**config.mk**
```make
export PLATFORM = sky130hd
export DESIGN_NAME = psubsb_seq
export DESIGN_NICKNAME = d
export VERILOG_FILES = /design/src/rtl/psubsb_seq_pkg.sv /design/src/rtl/psubsb_seq_subsb_4bit.sv /design/src/rtl/psubsb_seq.sv
export SDC_FILE = /design/constraint.sdc
export NUM_CORES = 1
export LEC_CHECK = 0
export ABC_CLOCK_PERIOD_IN_PS = 3600
export CELL_PAD_IN_SITES_DETAIL_PLACEMENT = 1
export CELL_PAD_IN_SITES_GLOBAL_PLACEMENT = 2
export CORE_MARGIN = 5
export CORE_UTILIZATION = 35
export CTS_CLUSTER_SIZE = 10
export DETAILED_ROUTE_END_ITERATION = 10
export PLACE_DENSITY_LB_ADDON = 0.1
export REMOVE_ABC_BUFFERS = 1
export SETUP_SLACK_MARGIN = 0.5
export SLEW_MARGIN = 20
export SYNTH_ARGS = -nofsm -noshare
export SYNTH_HDL_FRONTEND = slang
export SYNTH_HIERARCHICAL = 1
export SYNTH_SLANG_ARGS = --single-unit
```
**constraint.sdc**
```tcl
create_clock -name clk -period 3.6 [get_ports clk]
set_clock_uncertainty 0.1 [all_clocks]
set_input_delay 0.72 -clock clk [delete_from_list [all_inputs] [get_ports clk]]
set_output_delay 0.72 -clock clk [all_outputs]
set_load 0.1 [all_outputs]
```
**src/rtl/psubsb_seq_pkg.sv**
```systemverilog
// ============================================================================
// Module   : psubsb_seq_pkg
// Purpose  : Shared constants for the sequential packed saturating subtractor.
// Revision : 1.0  initial release
// ============================================================================
`default_nettype none

package psubsb_seq_pkg;

    localparam logic [1:0] c_IDLE = 2'b00;
    localparam logic [1:0] c_RUN  = 2'b01;
    localparam logic [1:0] c_DONE = 2'b10;

    localparam int c_LANES  = 4;
    localparam int c_LANE_W = 4;

    localparam logic [3:0] c_SAT_POS = 4'h7;
    localparam logic [3:0] c_SAT_NEG = 4'h8;

endpackage

`default_nettype wire

```
**src/rtl/psubsb_seq_subsb_4bit.sv**
```systemverilog
// ============================================================================
// Module   : subsb_4bit
// Purpose  : Combinational 4-bit signed subtract with saturation to [-8, 7].
// Revision : 1.0  initial release
// ============================================================================
`default_nettype none

module subsb_4bit
    import psubsb_seq_pkg::*;
(
    input  logic [3:0] A,
    input  logic [3:0] B,
    output logic [3:0] Diff,
    output logic       Ovfl
);

    logic [3:0] w_t;

    assign w_t  = A + ~B + 4'd1;
    // Overflow only possible when operand signs differ and the result flips sign
    assign Ovfl = (A[3] != B[3]) && (w_t[3] != A[3]);
    assign Diff = Ovfl ? (A[3] ? c_SAT_NEG : c_SAT_POS) : w_t;

endmodule

`default_nettype wire

```
**src/rtl/psubsb_seq.sv**
```systemverilog
// ============================================================================
// Module   : psubsb_seq
// Purpose  : Multicycle packed 4x4-bit saturating subtract, one lane per cycle,
//            valid/ready on both sides. PSUBSB_OVFL_EN builds per-lane flags.
// Revision : 1.0  initial release
// ============================================================================
`default_nettype none

module psubsb_seq
    import psubsb_seq_pkg::*;
(
    input  logic        clk,
    input  logic        rst,
    input  logic        in_valid,
    output logic        in_ready,
    input  logic [15:0] A,
    input  logic [15:0] B,
    output logic        out_valid,
    input  logic        out_ready,
    output logic [15:0] Diff,
    output logic [3:0]  Ovfl
);

    logic [1:0]  r_state;
    logic [1:0]  r_lane;
    logic [15:0] r_a;
    logic [15:0] r_b;
    logic [15:0] r_diff;

    logic [3:0]  w_lane_a;
    logic [3:0]  w_lane_b;
    logic [3:0]  w_lane_diff;
    logic        w_lane_ovfl;
    logic        w_accept;

    assign in_ready  = (r_state == c_IDLE);
    assign out_valid = (r_state == c_DONE);
    assign w_accept  = in_valid && in_ready;
    assign Diff      = r_diff;

    assign w_lane_a = r_a[{r_lane, 2'b00} +: c_LANE_W];
    assign w_lane_b = r_b[{r_lane, 2'b00} +: c_LANE_W];

    subsb_4bit u_slice (
        .A    (w_lane_a),
        .B    (w_lane_b),
        .Diff (w_lane_diff),
        .Ovfl (w_lane_ovfl)
    );

    always_ff @(posedge clk or posedge rst) begin
        if (rst) begin
            r_state <= c_IDLE;
            r_lane  <= 2'd0;
            r_a     <= 16'h0000;
            r_b     <= 16'h0000;
            r_diff  <= 16'h0000;
        end else begin
            case (r_state)
                c_IDLE: begin
                    if (w_accept) begin
                        r_a     <= A;
                        r_b     <= B;
                        r_diff  <= 16'h0000;
                        r_lane  <= 2'd0;
                        r_state <= c_RUN;
                    end
                end
                c_RUN: begin
                    r_diff[{r_lane, 2'b00} +: c_LANE_W] <= w_lane_diff;
                    r_lane <= r_lane + 2'd1;
                    if (r_lane == 2'd3) begin
                        r_state <= c_DONE;
                    end
                end
                c_DONE: begin
                    if (out_ready) begin
                        r_state <= c_IDLE;
                    end
                end
                default: r_state <= c_IDLE;
            endcase
        end
    end

`ifdef PSUBSB_OVFL_EN
    logic [3:0] r_ovfl;

    // Flags follow the same clear/write/hold timing as the result nibbles
    always_ff @(posedge clk or posedge rst) begin
        if (rst) begin
            r_ovfl <= 4'h0;
        end else if (w_accept) begin
            r_ovfl <= 4'h0;
        end else if (r_state == c_RUN) begin
            r_ovfl[r_lane] <= w_lane_ovfl;
        end
    end

    assign Ovfl = r_ovfl;
`else
    logic w_unused_ovfl;

    assign w_unused_ovfl = w_lane_ovfl;
    assign Ovfl          = 4'h0;
`endif

endmodule

`default_nettype wire

```
# Word level (Yosys, flattened, before mapping)
# Cells that the tools add are included.
# W data, S select, Z words.
# op_classes
n_eq_ne	8
n_shift	4
bitwise	1
n_addsub	4
n_reduce_logical	7
n_mux	11
# op_table
operator	n
$pmux W16 S2	1
$shiftx A16 B5 Y4	2
$bwmux W16	1
$mux W16	1
$shift A4 B6 Y16 const A	1
$shiftx A4 B6 Y16	1
$mux W2	4
$mux W4	2
$neg A4 Y6	1
$pmux W2 S3	1
$add A4 B1 Y4 const B	1
$add A4 B4 Y4	1
$eq A2 B2 Y1 const B	2
$ne A2 B1 Y1 const B	2
$not A4 Y4	1
$pmux W2 S2	1
$reduce_and A2 Y1	2
$reduce_and A3 Y1	1
$add A2 B1 Y2 const B	1
$eq A2 B1 Y1 const B	1
$logic_and A1 B1 Y1	2
$logic_not A2 Y1	1
$ne A1 B1 Y1	2
$ne A2 B2 Y1 const B	1
$reduce_bool A2 Y1	1
# totals
output_inout_bits	22
wordCells	40
reg_bits	52

# Logic depth before layout (Yosys ltp)
# Gate-level depths: netlist (run 1).
# logic_depth
depth_word	10
depth_mapped	10
mapped_depth_nobuf	9

# Cells and area by module
# Netlist (run 1), hierarchy kept.
# by_module_without_submodules
mod	instances	cells_per_inst	area_per_inst_um2	seq_area_each_um2
psubsb_seq	1	158	2580.0	1301.2
subsb_4bit	1	25	187.7	0.0

# Worst setup path before layout (run 1)
# No wires, ideal clock.
# synth_path
path_type	register to register
from	register r_lane[0]
to	register r_diff[0] (netlist: Diff[0])
setup_time_ns	0.069
slack_ns	0.624
required_time_ns	3.431
path_stages_with_launch	10
arrival_ns	2.807
path_cell_list	dfrtp_1 -> buf_6 -> mux4_2 -> inv_1 -> ha_1 -> a21o_1 -> a21oi_1 -> fa_1 -> a22oi_1 -> a22o_1
# synth_between
elab_chain_len	10
word_cells_on_any_way	15
classes_between	add/sub: 3; eq/ne: 2; shift: 4; mux: 4; bitwise: 1; reduce/logical: 1
# synth_rtl
item	line_no	source
start, declared	psubsb_seq.sv:25	logic [1:0] r_lane;
start signal, assigned	psubsb_seq.sv:71	r_lane <= r_lane + 2'd1;
$shiftx A16 B5 Y4	psubsb_seq.sv:42	assign w_lane_b = r_b[{r_lane, 2'b00} +: c_LANE_W];
net w_lane_b[1]	psubsb_seq.sv:31	logic [3:0] w_lane_b;
$not A4 Y4	psubsb_seq_subsb_4bit.sv:19	assign w_t = A + ~B + 4'd1;
$add A4 B4 Y4	psubsb_seq_subsb_4bit.sv:19	
$add A4 B1 Y4	psubsb_seq_subsb_4bit.sv:19	
$ne A1 B1 Y1	psubsb_seq_subsb_4bit.sv:21	assign Ovfl = (A[3] != B[3]) && (w_t[3] != A[3]);
$logic_and A1 B1 Y1	psubsb_seq_subsb_4bit.sv:21	
$mux W4	psubsb_seq_subsb_4bit.sv:22	assign Diff = Ovfl ? (A[3] ? c_SAT_NEG : c_SAT_POS) : w_t;
net w_lane_diff[0]	psubsb_seq.sv:32	logic [3:0] w_lane_diff;
$shiftx A4 B6 Y16	psubsb_seq.sv:70	r_diff[{r_lane, 2'b00} +: c_LANE_W] <= w_lane_diff;
$bwmux W16	psubsb_seq.sv:70	
$pmux W16 S2	psubsb_seq.sv:59	case (r_state)
end signal, assigned by index	psubsb_seq.sv:70	
end, declared	psubsb_seq.sv:28	logic [15:0] r_diff;
# The timed path passes the listed nets, and every way through them passes these cells.
# A chain may end at the register's enable or synchronous reset.

# Worst setup path after layout (run 1)
# layout_path
from	register r_lane[1]
to	register r_diff[2] (netlist: Diff[2])
# layout_between
word_cells_on_any_way	15
classes_between	add/sub: 3; eq/ne: 2; shift: 4; mux: 4; bitwise: 1; reduce/logical: 1
# layout_lines
item	line_no	source
$shiftx A16 B5 Y4 (*)	psubsb_seq.sv:41	assign w_lane_a = r_a[{r_lane, 2'b00} +: c_LANE_W];
net w_lane_a[1]	psubsb_seq.sv:30	logic [3:0] w_lane_a;
$add A4 B4 Y4 (*)	psubsb_seq_subsb_4bit.sv:19	
$add A4 B1 Y4 (*)	psubsb_seq_subsb_4bit.sv:19	
$ne A1 B1 Y1	psubsb_seq_subsb_4bit.sv:21	
$logic_and A1 B1 Y1	psubsb_seq_subsb_4bit.sv:21	
$mux W4 (*)	psubsb_seq_subsb_4bit.sv:22	
net w_lane_diff[2]	psubsb_seq.sv:32	
$shiftx A4 B6 Y16 (*)	psubsb_seq.sv:70	
$bwmux W16 (*)	psubsb_seq.sv:70	
$pmux W16 S2 (*)	psubsb_seq.sv:59	
# Mark *: on every way through the listed nets, which the timed path passes. The rest lies on a longest branch.

==> run_results.csv, run 1 <==
group,metric,value,unit
grt,top_usage_layer,"met2",
clock_tree,post_cts_buffers,0,
sta,slew_viol_final,0,
clock_tree,cts_buffers,5,
run,cap_viol_max_count,0,
drt,antenna_left,0,
drt,avgViaCountPerCell,4.77,
floorplan,core,0.00769,mm²
finish,fin_util,44.1,%
yosys,syn_inst,182,
sta,worst-slew-pin-transition,0.981,ns
critical_path,cp.arrival,3.06,ns
placement,place_area,0.00330,mm²
floorplan,initial_core_util,35.9,%
placement,place.gp.congestion,0.768,
grt,grt_pass1_vias,1921,
floorplan,die-area,0.00975,mm²
clock_tree,ctsRootBufferMaster,"clkbuf_8",
sta,slew_headroom,34.4,%
drt,remaining_drc_errors,0,
grt,use_met3,2.62,%
clock_tree,h-tree-depth,2,
grt,grt_use_met1,15.1,%
grt,grt_pass1_wl,9940,µm
clock_tree,cts_resized,0,
critical_path,crit_fanout,8,
finish,design_area,0.00339,mm²
grt,grt_usage,12.5,%
finish,syn_to_final_growth,23.0,%
drt,via_count,1611,
yosys,synth_area,0.00276,mm²
placement,io_buffers,53,
grt,antenna_found_initial,0,
finish,drive_gt1_share,27.5,%
finish,final_cell_mix,"dfrtp_1, clkdlybuf4s50_1, mux2_4",
grt,grt_max_degree,53,
drt,drt_iter0_drc,16,
sta,finalHoldViolations,0,
floorplan,die_w,98.8,µm
clock_tree,cts_sinks,52,
sta,setup_tns,0,ns
clock_tree,cts_hold_buf,0,
floorplan,io_pins,58,
grt,grt_overflow,0,
finish,final_common_cell,"dfrtp_1",
sta,period_minus_slack,2.92,ns
finish,diodes,0,
yosys,syn_area_per_cell,15.2,µm²
drt,drt-wirelength-per-cell,17.2,µm
sta,fin_crit_sh,81.2,%
sta,rsz0062_at_grt,"false",
floorplan,die_y,98.8,µm
critical_path,cp-start-kind,"flip-flop",
run_status,outcome,"complete, no violations",
clock_tree,cts_buffer_depth,2,
critical_path,critPathCaptureType,"flip-flop",
drt,firstDrtPassIters,3,
critical_path,path_class,"reg2reg",
sta,finalSetupViolCount,0,
drt,wl,5830,µm
finish,final_net_count,283,
clock_tree,path_clk_slew,0.09,ns
min_path,hold_path_class,"reg2reg",
yosys,ys_warn_count,6,
placement,dp_hpwl,4460,µm
sta,fmax,342,MHz
clock_tree,cts_tree,"yes",
clock_tree,worstSkewPairLatency,0.30,ns
floorplan,rows,32,
grt,use_met2,22.8,%
critical_path,worstPathRequired,3.73,ns
[area by class of cell]
cell class,instances,area (µm²)
fillers,800,4300
flip-flops and latches,52,1300
repair buffers,56,543
multi-input cells,111,1300
clock inverters,1,5.00
well taps,102,128
clock buffers,6,72.6
inverters,10,38.8
[metrics by stage]
step                      setup WS (ns)  hold slack [ns]  cells
after global placement            0.621            0.387    331
after global routing              0.519            0.429    338
after CTS                         0.517            0.412    338
final                             0.676            0.413    338
after detailed placement          0.537            0.392    331
after floorplan                   0.577            0.373    173
[path summary, 6_finish.rpt]
kind / startpoint / end / slack, ns / depth (start not counted)
worst min register to register: r_b[7] / r_b[7] / 0.41 / 1
max in group asynchronous: rst / r_lane[1] / 2.01 / 2
min in group asynchronous: rst / r_a[0] / 0.81 / 2
worst max register to register: r_lane[1] / Diff[2] / 0.68 / 7
worst min-delay path: r_b[7] / r_b[7] / 0.41 / 1
worst max-delay path: r_lane[1] / Diff[2] / 0.68 / 7
[registers in the layout, indices dropped and copies added (netlist names)]
name / cells
r_state: 2
Diff: 16
r_b: 16
r_lane: 2
r_a: 16
[per-layer routing]
metal,vias to the layer above,routed length (µm)
met4,0,0
met3,0,188
li1,750,-
met2,32,3120
met1,829,2520
met5,-,0
[critical path: stages (launching register included)]
cell and delay, ns:
dfrtp_2 0.47, mux4_2 0.58, ha_1 0.31, a21o_1 0.17, a21oi_1 0.18, fa_1 0.50
o21ai_1 0.33, a22o_1 0.21
Power of run 1 is left out: the tool's default activity adds up to more than one toggle a clock period on the data nets, which glitch-free logic cannot reach.
==> run 2: changes to the inputs <==
ABC_CLOCK_PERIOD_IN_PS = 2770   (was 3600)
clock period = 2.77 ns   (was 3.6 ns; I/O delays follow)
==> run_results.csv, run 2 (synthesis gave the netlist of run 1 again) <==
group,metric,value,unit
sta,finalSetupViolCount,0,
floorplan,die_w,98.8,µm
placement,place.gp.congestion,0.739,
placement,dp_hpwl,4580,µm
drt,dr.max_layer_used,"met4",
finish,diodes,0,
drt,antenna_left,0,
clock_tree,path_clk_slew,0.09,ns
floorplan,io_pins,58,
floorplan,core,0.00769,mm²
grt,grt_pass1_vias,1982,
floorplan,rows,32,
drt,wl,5910,µm
drt,drt_iter0_drc,29,
floorplan,initial_core_util,35.9,%
sta,fin_crit_sh,94.1,%
clock_tree,cts_buffers,5,
placement,dp.cells,340,
critical_path,worstPathRequired,2.87,ns
clock_tree,h-tree-depth,2,
finish,syn_to_final_growth,28.2,%
grt,antenna_found_initial,0,
finish,final_common_cell,"dfrtp_1",
grt,grt_max_degree,53,
finish,drive_gt1_share,41.3,%
run,cap_viol_max_count,0,
clock_tree,cts_tree,"yes",
grt,grt_overflow,0,
critical_path,cp-start-kind,"flip-flop",
floorplan,die-area,0.00975,mm²
clock_tree,cts_sinks,52,
sta,fmax,384,MHz
critical_path,critPathMostFrequentCell,"buf_6",
critical_path,critPathCaptureType,"flip-flop",
drt,remaining_drc_errors,0,
finish,fillers,806,
grt,grt_usage,12.6,%
critical_path,critPathBufInv,2,
sta,slew_viol_final,0,
critical_path,slowest_stage,"fa_2",
drt,avgViaCountPerCell,4.79,
grt,grt_pass1_wl,9990,µm
critical_path,cp.arrival,2.71,ns
sta,finalHoldViolations,0,
critical_path,cp_top_family,"adder cells",
run_status,outcome,"complete, no violations",
finish,stdcell_count,349,
placement,io_buffers,53,
drt,wl_met3,229,µm
clock_tree,cts_hold_buf,0,
critical_path,path_class,"reg2reg",
finish,fin_util,46.0,%
finish,final_net_count,293,
critical_path,crit_fanout,4,
drt,via_count,1671,
clock_tree,worstSkewPairLatency,0.30,ns
finish,final_cell_mix,"dfrtp_1, clkdlybuf4s50_1, mux2_4",
drt,wl_met2,3140,µm
drt,firstDrtPassIters,4,
sta,period_minus_slack,2.61,ns
drt,drt-wirelength-per-cell,16.9,µm
critical_path,slowest_delay,0.57,ns
min_path,hold_path_class,"reg2reg",
clock_tree,ctsRootBufferMaster,"clkbuf_8",
sta,rsz0062_at_grt,"true",
clock_tree,cts_buffer_depth,2,
drt,wl_met1,2470,µm
critical_path,cp_cell_sequence,"buf_6, mux4_2, ha_4, a21oi_2, fa_2, a22oi_2, buf_6, a22o_1",
floorplan,die_y,98.8,µm
==> run 2: cell count changes in the layout (fill, tap and decap cells not counted), moves of 3 or more <==
cell             previous run  this run
buf_4                       7        25
buf_6                       0         4
clkdlybuf4s50_1            49        35
ha_1                        9         6
inv_1                       8         4
inv_2                       1         6
==> run 2: stage by stage <==
step,setup slack [ns],area [µm²],hold slack (ns),setup TNS [ns]
after floorplan,-0.253,2630,0.373,-2.50
after global placement,0.0117,3360,0.389,0
after detailed placement,-0.0734,3360,0.397,-0.488
after CTS,0.0898,3530,0.422,0
after global routing,0.0676,3540,0.436,0
final,0.163,3540,0.412,0
==> run 2: cell type report <==
cell class	count	area (µm²)	share of cell area, %
clock buffers	6	72.6	2.05
clock inverters	2	35.0	0.991
inverters	10	37.5	1.06
multi-input cells	111	1340	37.8
flip-flops and latches	52	1300	36.9
well taps	102	128	3.61
repair buffers	66	623	17.6
==> run 2: per-layer routing <==
metal / track usage [%] / up-vias
li1: - / 767
met1: 15.2 / 860
met2: 22.4 / 37
met3: 2.83 / 7
met4: 3.68 / 0
met5: 0 / -
==> run 2: path summary, 6_finish.rpt <==
check | start | end | slack [ns] | depth (start not counted)
setup / recovery | r_lane[1] | Diff[0] | 0.16 | 8
hold / removal | Diff[0] | Diff[0] | 0.41 | 1
setup reg to reg | r_lane[1] | Diff[0] | 0.16 | 8
hold reg to reg | Diff[0] | Diff[0] | 0.41 | 1
max in group asynchronous | rst | r_lane[0] | 1.81 | 3
min in group asynchronous | rst | r_a[12] | 0.51 | 3
==> run 2: what timing repair did <==
item                       in CTS  in global routing
pin swaps                      16                  2
hold endpoints to repair        0                  0
setup endpoints to repair      16                 16
resized for setup              17                  2
cloned                          0                  0
setup buffers                   1                  0
Power of run 2 is left out for the same reason.
